[src/rtl/seg7_pkg.sv]
// Shared types and the active-high segment lookup table for the 7-segment scan driver.
package seg7_pkg;

  typedef logic [3:0] bcd_t;
  typedef logic [6:0] seg_t;

  localparam seg_t SEG_BLANK = 7'h00;

  // Segment order is {g,f,e,d,c,b,a}; codes 10-15 are not decimal digits and stay dark.
  localparam seg_t SEG_LUT [16] = '{
    7'h3F, 7'h06, 7'h5B, 7'h4F, 7'h66, 7'h6D, 7'h7D, 7'h07,
    7'h7F, 7'h6F, SEG_BLANK, SEG_BLANK, SEG_BLANK, SEG_BLANK, SEG_BLANK, SEG_BLANK
  };

endpackage

[src/rtl/seg7_scan_driver_bcd_to_seg7.sv]
// Combinational BCD to 7-segment glyph lookup, active-high; the top level applies board polarity.
module bcd_to_seg7
  import seg7_pkg::*;
(
  input  bcd_t bcd,
  output seg_t seg
);

  assign seg = SEG_LUT[bcd];

endmodule

[src/rtl/seg7_scan_driver.sv]
// Time-multiplexed 7-segment scan driver with dead-cycle anti-ghosting and frame-synchronous updates.
// Optional feature macro: LEADING_ZERO_BLANK_EN (blank leading zero digits, digit 0 always shown).
module seg7_scan_driver
  import seg7_pkg::*;
#(
  parameter int NUM_DIGITS      = 2,
  parameter int TICKS_PER_DIGIT = 50000,
  parameter int ACTIVE_LOW      = 1
) (
  input  logic                    clk,
  input  logic                    rst,
  input  logic                    en,
  input  logic                    load,
  input  logic [4*NUM_DIGITS-1:0] bcd_in,
  output logic [6:0]              seg,
  output logic [NUM_DIGITS-1:0]   an,
  output logic                    frame_done
);

  localparam int PW    = $clog2(TICKS_PER_DIGIT);
  localparam int IDX_W = (NUM_DIGITS > 1) ? $clog2(NUM_DIGITS) : 1;
  localparam int DW    = 4 * NUM_DIGITS;

  localparam logic [PW-1:0]         PRESC_LAST = PW'(TICKS_PER_DIGIT - 1);
  localparam logic [IDX_W-1:0]      IDX_LAST   = IDX_W'(NUM_DIGITS - 1);
  // XOR masks: all-ones for active-low boards, so "off" and polarity share one constant.
  localparam seg_t                  SEG_OFF    = (ACTIVE_LOW != 0) ? 7'h7F : 7'h00;
  localparam logic [NUM_DIGITS-1:0] AN_OFF     = (ACTIVE_LOW != 0) ? {NUM_DIGITS{1'b1}}
                                                                   : {NUM_DIGITS{1'b0}};

  logic [PW-1:0]         presc_q, presc_d;
  logic [IDX_W-1:0]      idx_q, idx_d;
  logic [DW-1:0]         display_q, display_d;
  logic [DW-1:0]         pending_q, pending_d;
  logic                  pending_valid_q, pending_valid_d;
  seg_t                  seg_q, seg_d;
  logic [NUM_DIGITS-1:0] an_q, an_d;
  logic                  frame_done_q, frame_done_d;

  bcd_t cur_digit;
  logic cur_blank;
  seg_t dec_seg;
  logic tick_end;
  logic boundary;

  bcd_to_seg7 u_dec (
    .bcd (cur_digit),
    .seg (dec_seg)
  );

  // Select the digit under scan and decide whether it is suppressed as a leading zero.
  always_comb begin
    cur_digit = 4'h0;
    cur_blank = 1'b0;
`ifdef LEADING_ZERO_BLANK_EN
    begin
      logic zero_run;
      zero_run = 1'b1;
      for (int k = NUM_DIGITS - 1; k >= 0; k--) begin
        zero_run  = zero_run & (display_q[4*k +: 4] == 4'h0);
        cur_blank = (idx_q == IDX_W'(k)) ? (zero_run && (k != 0)) : cur_blank;
      end
    end
`endif
    for (int k = 0; k < NUM_DIGITS; k++) begin
      cur_digit = (idx_q == IDX_W'(k)) ? display_q[4*k +: 4] : cur_digit;
    end
  end

  // Scan counters, pending/display handoff and next output values.
  always_comb begin
    tick_end        = (presc_q == PRESC_LAST);
    boundary        = en && tick_end && (idx_q == IDX_LAST);
    presc_d         = presc_q;
    idx_d           = idx_q;
    seg_d           = seg_q;
    an_d            = an_q;
    frame_done_d    = boundary;
    pending_d       = load ? bcd_in : pending_q;
    display_d       = (boundary && pending_valid_q) ? pending_q : display_q;

    if (load) begin
      pending_valid_d = 1'b1;
    end else if (boundary) begin
      pending_valid_d = 1'b0;
    end else begin
      pending_valid_d = pending_valid_q;
    end

    if (en) begin
      if (tick_end) begin
        presc_d = PW'(0);
        idx_d   = (idx_q == IDX_LAST) ? IDX_W'(0) : idx_q + IDX_W'(1);
      end else begin
        presc_d = presc_q + PW'(1);
        idx_d   = idx_q;
      end
      // Slot start is the dead cycle: everything dark so the previous digit cannot ghost.
      if (presc_q == PW'(0)) begin
        seg_d = SEG_OFF;
        an_d  = AN_OFF;
      end else begin
        seg_d = (cur_blank ? SEG_BLANK : dec_seg) ^ SEG_OFF;
        an_d  = (NUM_DIGITS'(1) << idx_q) ^ AN_OFF;
      end
    end else begin
      presc_d = presc_q;
      idx_d   = idx_q;
      seg_d   = seg_q;
      an_d    = an_q;
    end
  end

  // State and output registers with synchronous reset.
  always_ff @(posedge clk) begin
    if (rst) begin
      presc_q         <= PW'(0);
      idx_q           <= IDX_W'(0);
      display_q       <= {DW{1'b0}};
      pending_q       <= {DW{1'b0}};
      pending_valid_q <= 1'b0;
      seg_q           <= SEG_OFF;
      an_q            <= AN_OFF;
      frame_done_q    <= 1'b0;
    end else begin
      presc_q         <= presc_d;
      idx_q           <= idx_d;
      display_q       <= display_d;
      pending_q       <= pending_d;
      pending_valid_q <= pending_valid_d;
      seg_q           <= seg_d;
      an_q            <= an_d;
      frame_done_q    <= frame_done_d;
    end
  end

  assign seg        = seg_q;
  assign an         = an_q;
  assign frame_done = frame_done_q;

endmodule

[config.mk]
export PLATFORM = sky130hd
export DESIGN_NAME = seg7_scan_driver
export DESIGN_NICKNAME = d
export VERILOG_FILES = /design/src/rtl/seg7_pkg.sv /design/src/rtl/seg7_scan_driver_bcd_to_seg7.sv /design/src/rtl/seg7_scan_driver.sv
export SDC_FILE = /design/constraint.sdc
export NUM_CORES = 1
export LEC_CHECK = 0
export BUFFER_PORTS_ARGS = -buffer_cell sky130_fd_sc_hd__buf_2
export CELL_PAD_IN_SITES_DETAIL_PLACEMENT = 1
export CELL_PAD_IN_SITES_GLOBAL_PLACEMENT = 1
export CORE_MARGIN = 5
export CORE_UTILIZATION = 25
export CTS_CLUSTER_SIZE = 30
export DETAILED_ROUTE_END_ITERATION = 8
export PLACE_DENSITY = 0.53
export SYNTH_ARGS = -nofsm -noshare
export SYNTH_HDL_FRONTEND = slang
export SYNTH_HIERARCHICAL = 1
export SYNTH_SLANG_ARGS = --single-unit
[constraint.sdc]
create_clock -name clk -period 2.3 [get_ports clk]
set_input_delay 0.575 -clock clk [delete_from_list [all_inputs] [get_ports clk]]
set_output_delay 0.575 -clock clk [all_outputs]
set_load 0.02 [all_outputs]
==> results of run 1 <==
final cells by class:
class / instances / area, sq um
clock buffers: 6 / 82.6
clock inverters: 2 / 15.0
fillers: 983 / 5760
inverters: 12 / 45.0
multi-input cells: 173 / 1130
flip-flops and latches: 44 / 881
well taps: 105 / 131
repair buffers: 30 / 173
registers in the layout, summed over array words and instances (netlist names):
register	flops
display_q	8
an	2
pending_valid_q	1
frame_done	1
pending_q	8
presc_q	16
idx_q	1
seg	7
cells by family after synthesis:
| kind of cell | count (synthesis) | synth area share |
|---|---|---|
| XOR/XNOR | 15 | 0.0623 |
| adder cells (fa/ha/maj) | 8 | 0.0475 |
| multiplexers | 14 | 0.0695 |
| buffers and inverters | 25 | 0.0451 |
| AND/OR/NAND/NOR | 93 | 0.240 |
| AO/OA/AOI/OAI | 43 | 0.118 |
| flip-flops | 44 | 0.418 |
power breakdown:
group	switching [mW]	internal (mW)
combinational	0.0634	0.0489
clock	0.292	0.244
sequential	0.0175	0.784
total	0.373	1.08
path summary, 6_finish.rpt:
check,from,to,cells after the start
max,presc_q[4],presc_q[15],4
min,display_q[3],display_q[3],2
min reg2reg,display_q[3],display_q[3],2
max reg2reg,presc_q[4],presc_q[15],4
stage by stage:
step / power (mW) / std cells / cell area, sq um / hold WS (ps)
floorplan: 0.891 / 242 / 2110 / 446
global placement: 0.934 / 364 / 2360 / 462
detailed placement: 0.936 / 364 / 2360 / 473
CTS: 1.48 / 372 / 2460 / 486
global route: 1.52 / 372 / 2460 / 494
finish: 1.45 / 372 / 2460 / 484
worst max-delay path, cell delays in order, from the launching register on:
cell,delay (ps)
dfxtp_1,460
nand4_2,250
or4_4,560
mux2_1,330
and4bb_1,260
synth_stat cells:
cell type,instances,area share
dfxtp_1,44,0.42
nor2_1,34,0.061
a21oi_1,19,0.045
nand4_1,14,0.042
inv_1,12,0.021
clkbuf_1,11,0.020
o21ai_0,11,0.026
xnor2_1,10,0.042
mux2i_1,9,0.043
ha_1,8,0.048
or2_2,8,0.024
nand2_1,7,0.012
nor4_1,7,0.021
xor2_1,5,0.021
mux2_2,4,0.021
nand3_1,4,0.0095
o21ai_1,4,0.0095
and2_1,3,0.0089
nor3_1,3,0.0071
and3_1,2,0.0059
o21bai_1,2,0.0071
a21o_2,1,0.0042
a21oi_2,1,0.0042
a22o_1,1,0.0042
a41oi_1,1,0.0042
and4_1,1,0.0042
and4bb_1,1,0.0059
buf_1,1,0.0018
buf_2,1,0.0024
mux2_1,1,0.0053
nand2_2,1,0.0030
nand3_2,1,0.0048
nand4_2,1,0.0059
nor2b_1,1,0.0030
nor2b_4,1,0.0065
nor3b_1,1,0.0036
nor4b_1,1,0.0042
o21ai_2,1,0.0042
o22ai_1,1,0.0030
o22ai_2,1,0.0059
or3_1,1,0.0030
or4_4,1,0.0053
metal layers:
layer / GRT usage / part of all wire / up-vias
met4: 0.0307 / 0.012 / 0
li1: - / - / 883
met2: 0.182 / 0.47 / 16
met3: 0.0324 / 0.027 / 6
met5: 0 / 0 / -
met1: 0.142 / 0.49 / 852
cell usage in the layout (no fill, tap or decap), types with 2 or more instances in the layout:
cell type	Yosys	final
dfxtp_1	44	44
nor2_1	34	34
buf_2	1	21
a21oi_1	19	19
nand4_1	14	14
inv_1	12	12
o21ai_0	11	11
xnor2_1	10	10
mux2i_1	9	9
buf_4	0	9
or2_2	8	8
ha_1	8	8
nor4_1	7	7
nand2_1	7	7
clkbuf_8	0	6
xor2_1	5	5
mux2_2	4	4
nand3_1	4	4
o21ai_1	4	4
nor3_1	3	3
and2_1	3	3
o21bai_1	2	2
and3_1	2	2
clkinvlp_4	0	2
==> results.cfg, run 1 <==
[timing]
rsz0062_at_grt = false
tightest_slew_ps = 545
fmax_mhz = 523
hold_viol = 0
max_slew_margin = 0.637
fin_setup_tns_ps = 0
fin_ws_ps = 387
fin_crit_ps = 1910
period_share = 0.832
finClkSkew_ps = 8.20
setup_viol = 0
final-max-slew-violation-count = 0

[drt]
drt-initial-drc-count = 35
wl_per_cell_um = 14.2
drc_errors = 0
vias = 1757
viasPerCell = 4.72
finalWirelength_mm = 5.27
first_pass_iters = 4
detail-route-antenna-nets = 0

[cells_and_area]
antenna_cells = 0
synthToLayoutAreaGrowth_pct = 16.7
fin_nets = 286
drive_gt1_frac = 0.221
final_util = 0.299

[job]
maxCapViolations = 0

[clock_network]
cts.sinks = 44
cts_buffer_depth = 2
cts_resized = 0
ctsRootBufferMaster = clkbuf_8
path_clk_slew_ps = 90
htreeDepth = 2
post-cts-setup-buffer-count = 0
numCtsBuffers = 5
hold_buffers = 0
cts_tree = yes
insertion_delay_ps = 310

[floorplan]
initial_core_util = 0.256
coreArea_sq_um = 8220
die-area_sq_um = 10400
dieHeight_um = 102
die_x_um = 102
ios = 22
rows = 33

[yosys]
synth_fp_nets = 262
yosysWarnings = 6
ys_ff_latch = 44
ys_types = 42
syn_area_per_cell_sq_um = 8.71
synth_cells = 242
syn_area_sq_um = 2110
yosysSeqAreaShare = 0.418

[global_route]
grt_pass1_wl_mm = 9.15
antenna_found_initial = 0
track_usage = 0.111
grt_max_degree = 31
gr-total-overflow = 0
grt_pass1_vias = 1886

[power]
powerDensity_nw_per_um2 = 590
vdd_ir_drop_max_uv = 164
p_leak_nw = 0.890

[placement]
io_buffers = 21
dpl_worst_slack_ps = 284
post-dp-hpwl_mm = 3.85
place_congestion = 0.735

[critical_path]
cp_max_fo = 7
end_kind = register
critPathLaunchType = register
crit_required_ps = 2550
ff2ff_setup_slack_ps = 390
arrival_ps = 2160
critPathKind = register to register

[hold_path]
min_path_type = register to register

[status]
status = finished clean
Note: power is estimated with default switching activity, not from simulation.
==> run 2: changes to the inputs <==
--- a/config.mk
+++ b/config.mk
@@ -12,7 +12,7 @@
 export CORE_UTILIZATION = 25
 export CTS_CLUSTER_SIZE = 30
 export DETAILED_ROUTE_END_ITERATION = 8
-export PLACE_DENSITY = 0.53
+export PLACE_DENSITY = 0.54
 export SYNTH_ARGS = -nofsm -noshare
 export SYNTH_HDL_FRONTEND = slang
 export SYNTH_HIERARCHICAL = 1
==> constraint.sdc (replaced) <==
create_clock -name clk -period 1.7 [get_ports clk]
set_input_delay 0.425 -clock clk [delete_from_list [all_inputs] [get_ports clk]]
set_output_delay 0.425 -clock clk [all_outputs]
set_load 0.02 [all_outputs]
==> run 2 against run 1 <==
Against the previous run:
- sequential cell count did not move
- via count rose by 6.4%
- wire length rose by 2.7%
- clock skew rose by 2.3 ps
- register-to-register slack got worse by 340 ps
- total power rose by 45%
- clock power rose by 57%
- final cell count rose by 8.1%
- global-route usage rose by 0.17 points
- sequential power rose by 35%
==> results.cfg, run 2 (synthesized netlist as in run 1, its figures left out) <==
[placement]
post-dp-hpwl_mm = 4.21
place_inst = 393
dpl_worst_slack_ps = -105
place_congestion = 0.790
io_buffers = 21
place_area_sq_um = 2600

[clock_network]
cts.sinks = 44
path_clk_slew_ps = 100
insertion_delay_ps = 300
cts_buffer_depth = 2
numCtsBuffers = 5
htreeDepth = 2
ctsRootBufferMaster = clkbuf_8
cts_tree = yes

[hold_path]
min_path_type = input pin to register
hold_path_end = pending_q[0]
hold_depth = 3
hp-start = bcd_in[0]

[timing]
final-max-slew-violation-count = 0
max_slew_margin = 0.740
tightest_slew_ps = 391
setup_viol = 0
whs_ps = 352
fin_ws_ps = 43.2
finClkSkew_ps = 10.5
fin_crit_ps = 1660
hold_viol = 0
fmax_mhz = 604
fin_setup_tns_ps = 0
rsz0062_at_grt = true
period_share = 0.975

[floorplan]
rows = 33
initial_core_util = 0.256
ios = 22
die_x_um = 102
coreArea_sq_um = 8220
dieHeight_um = 102
die-area_sq_um = 10400

[critical_path]
rr_startpoint = idx_q
cp_slowest_stage_delay_ps = 390
critPathLaunchType = register
path_buf_inv = 1
crit_slowest_cell = dfxtp_4
cp_max_fo = 5
rr_endpoint = seg[5]
crit_required_ps = 1890
ff2ff_setup_slack_ps = 40
arrival_ps = 1850
path_cells = mux2_4 -> buf_12 -> nor2b_4 -> a21oi_2 -> o22ai_2 -> a21oi_1 -> or2_2
end_kind = register
crit_family = simple AND/OR/NAND/NOR gates
reg2reg_depth = 7
critPathKind = register to register

[status]
status = finished clean

[drt]
detail-route-antenna-nets = 0
drt-initial-drc-count = 48
viasPerCell = 4.65
finalWirelength_mm = 5.41
wl_per_cell_um = 13.5
first_pass_iters = 4
drc_errors = 0
vias = 1870

[job]
maxCapViolations = 0

[global_route]
antenna_found_initial = 0
grt_pass1_vias = 1959
gr-total-overflow = 0
grt_pass1_wl_mm = 9.18
grt_max_degree = 21
track_usage = 0.113

[cells_and_area]
regMostFlops = presc_q
finalInstanceArea_sq_um = 2760
fin_nets = 316
antenna_cells = 0
fillers = 979
drive_gt1_frac = 0.340
final_util = 0.336
final_cell_mix = 39 x dfxtp_1, 37 x buf_4, 33 x nor2_1
synthToLayoutAreaGrowth_pct = 31.1
largest_register_ffs = 16
final_common_cell = dfxtp_1
stdcell_count = 402
top_regs = presc_q (16), display_q (8), pending_q (8)

[power]
vdd_ir_drop_max_uv = 375
power_mw = 2.10
p_leak_nw = 1.07
powerDensity_nw_per_um2 = 760
## run 2: changes by cell type in the layout (fill, tap and decap cells not counted), moves of 3 or more
cell     previous run  this run
dfxtp_1            44        39
buf_4               9        37
o21ai_0            11         8
o21ai_1             4         7
inv_1              12         8
inv_2               0         3
dfxtp_2             0         4
## run 2: cell type report
cell class / count / area, sq um / area share
clock inverter: 3 / 47.5 / 0.0172
sequential: 44 / 890 / 0.322
inverter: 12 / 47.5 / 0.0172
timing repair buffer: 60 / 414 / 0.150
multi-input combinational: 173 / 1160 / 0.421
clock buffer: 5 / 68.8 / 0.0249
tap: 105 / 131 / 0.0476
## run 2: worst max path at each step
| stage | start | end | cells past startpoint |
|---|---|---|---|
| 5_1_grt | idx_q | seg[1] | 6 |
| 4_1_cts | idx_q | seg[1] | 6 |
| 6_report | idx_q | seg[5] | 7 |
| 2_1_floorplan | presc_q[10] | presc_q[10] | 5 |
| 3_3_place_gp | idx_q | seg[1] | 6 |
| 3_5_place_dp | idx_q | seg[1] | 6 |
## run 2: report_power, final
group,leakage (nW),switching (mW),internal (mW),total (mW)
sequential,0.361,0.0224,1.06,1.08
clock,0.0583,0.397,0.443,0.840
combinational,0.653,0.0928,0.0824,0.175
## run 2: routing by layer
layer | GRT usage | wire, um | up-vias
met5 | 0 | 0 | -
met4 | 0.0368 | 65 | 0
met3 | 0.0269 | 131 | 4
met2 | 0.194 | 2730 | 15
met1 | 0.138 | 2480 | 906
li1 | - | - | 945
## run 2: worst register-to-register path: cells and delay by family (launching register included)
family,cells,cell delay [ps]
muxes,1,360
and+or+nand+nor,2,410
buffers and inverters,1,140
AOI/OAI and AO/OA,3,260
DFF,1,390
## run 2: timing repair
action | CTS | global route
setup endpoints to repair | 8 | 10
pin swaps | 0 | 6
resized for setup | 5 | 10
hold buffers | 0 | 0
buffers inserted | 0 | 1
==> run 3: changes to the inputs <==
--- a/config.mk
+++ b/config.mk
@@ -8,11 +8,11 @@
 export BUFFER_PORTS_ARGS = -buffer_cell sky130_fd_sc_hd__buf_2
 export CELL_PAD_IN_SITES_DETAIL_PLACEMENT = 1
 export CELL_PAD_IN_SITES_GLOBAL_PLACEMENT = 1
-export CORE_MARGIN = 5
+export CORE_MARGIN = 2
 export CORE_UTILIZATION = 25
 export CTS_CLUSTER_SIZE = 30
 export DETAILED_ROUTE_END_ITERATION = 8
-export PLACE_DENSITY = 0.54
+export PLACE_DENSITY = 0.53
 export SYNTH_ARGS = -nofsm -noshare
 export SYNTH_HDL_FRONTEND = slang
 export SYNTH_HIERARCHICAL = 1
==> constraint.sdc (replaced) <==
create_clock -name clk -period 1.68 [get_ports clk]
set_input_delay 0.42 -clock clk [delete_from_list [all_inputs] [get_ports clk]]
set_output_delay 0.42 -clock clk [all_outputs]
set_load 0.02 [all_outputs]
==> run 3 against run 2 <==
Against the previous run:
- clock power rose by 2%
- total power rose by 1.6%
- final cell count rose by 0.75%
- register-to-register slack barely moved
- highest routed layer unchanged
- largest power group unchanged
- final area rose by 1.9%
- setup slack got worse by 6.2 ps
- utilization rose by 0.83 points
- sequential share of layout area fell by 0.13 points
- critical endpoint is now seg[1]
- clock-buffer cell count did not move
- die area fell by 11%
- fmax rose by 0.84%
- critical path depth fell by 1
==> results.cfg, run 3 (synthesized netlist as in run 1, its figures left out) <==
[status]
status = finished clean

[floorplan]
die_x_um = 95.8
dieHeight_um = 95.8
die-area_sq_um = 9180
rows = 33
initial_core_util = 0.258
ios = 22
coreArea_sq_um = 8180

[cells_and_area]
fillers = 982
top_regs = presc_q (16), display_q (8), pending_q (8)
largest_register_ffs = 16
drive_gt1_frac = 0.373
regMostFlops = presc_q
antenna_cells = 0
fin_nets = 319
seq_area_sq_um = 903
final_common_cell = buf_4
synthToLayoutAreaGrowth_pct = 33.6
multi_input_area_sq_um = 1190
final_cell_mix = 41 x buf_4, 34 x dfxtp_1, 33 x nor2_1

[placement]
place_congestion = 0.854
io_buffers = 21
post-dp-hpwl_mm = 4.17

[hold_path]
min_path_type = input pin to register
hold_path_end = pending_q[5]
hp-start = bcd_in[5]
hold_depth = 3

[critical_path]
ff2ff_setup_slack_ps = 40
rr_startpoint = idx_q
cp_max_fo = 6
end_kind = register
critPathKind = register to register
reg2reg_depth = 6
critPathLaunchType = register
rr_endpoint = seg[1]
arrival_ps = 1840
crit_required_ps = 1880

[timing]
fmax_mhz = 609
max_slew_margin = 0.734
rsz0062_at_grt = true
fin_crit_ps = 1640
finClkSkew_ps = 18.3
period_share = 0.978
setup_viol = 0
whs_ps = 337
hold_viol = 0
tightest_slew_ps = 399
final-max-slew-violation-count = 0

[drt]
viasPerCell = 4.60
drc_errors = 0
finalWirelength_mm = 5.45
vias = 1863
detail-route-antenna-nets = 0
drt-initial-drc-count = 51
first_pass_iters = 3
wl_per_cell_um = 13.4

[clock_network]
numCtsBuffers = 5
insertion_delay_ps = 310
htreeDepth = 2
cts_tree = yes
cts.sinks = 44
cts_buffer_depth = 2
ctsRootBufferMaster = clkbuf_8
path_clk_slew_ps = 100

[power]
comb_power_share = 0.084
power_frac_clock = 0.403
p_sw_uw = 526
p_sw_frac = 0.247
powerDensity_nw_per_um2 = 757
p_leak_nw = 1.10
power_mw = 2.13
p_int_mw = 1.61
vdd_ir_drop_max_uv = 394
p_seq_frac = 0.512

[global_route]
track_usage = 0.130
gr-total-overflow = 0
grt_max_degree = 22
grt_pass1_vias = 1933
antenna_found_initial = 0
grt_pass1_wl_mm = 9.17

[job]
maxCapViolations = 0
-- run 3: cell count changes in the layout (fill, tap and decap cells not counted), sizes merged --
cell	before	now
clkinv	2	0
inv	12	13
buf	60	63
clkinvlp	0	1
-- run 3: timing repair --
item	4_1_cts	5_1_grt
buffers inserted	1	0
endpoints found under the setup margin	7	27
hold buffers	0	0
pin swaps	0	5
gates resized for setup	4	24
-- run 3: worst max-delay path: stages, from the launching register on --
cell	delay, ps
dfxtp_4	390
mux2_4	350
inv_4	90
ha_1	240
o21ai_1	130
a21oi_1	70
or2_2	260
-- run 3: layout make-up --
type | count | area share
multi-input combinational | 173 | 0.423
sequential | 44 | 0.321
timing repair buffer | 63 | 0.151
tap | 105 | 0.0467
clock buffer | 5 | 0.0244
inverter | 12 | 0.0178
clock inverter | 3 | 0.0164
-- run 3: power by group through the flow --
stage	clock network, mW	registers [mW]	logic (mW)
final	0.860	1.09	0.180
after floorplan	0	1.13	0.0897
after CTS	0.883	1.09	0.185
after detailed placement	0	1.12	0.184
after global placement	0	1.12	0.183
after global routing	0.936	1.10	0.204
-- run 3: through the flow --
step           area, sq um  setup WS (ps)  cells  utilization  TNS (ps)
6_report              2820           37.0    405        0.344         0
3_3_place_gp          2630          -61.4    396        0.322      -173
3_5_place_dp          2630           -126    396        0.322      -498
4_1_cts               2760           5.73    405        0.337         0
5_1_grt               2820          -55.2    405        0.344      -167
2_1_floorplan         2150          -36.7    242            -     -36.7
-- run 3: worst max path at each step --
stage / start / end
2_1_floorplan: idx_q / seg[1]
3_3_place_gp: idx_q / seg[1]
3_5_place_dp: idx_q / seg[1]
4_1_cts: presc_q[0] / presc_q[15]
5_1_grt: idx_q / seg[1]
6_report: idx_q / seg[1]
-- run 3: metal layers --
| metal | vias to the layer above | global-route usage | wire (um) |
|---|---|---|---|
| met3 | 4 | 0.0352 | 96 |
| met1 | 894 | 0.161 | 2570 |
| met5 | - | 0 | 0 |
| met2 | 11 | 0.227 | 2750 |
| li1 | 954 | - | - |
| met4 | 0 | 0.0214 | 33 |
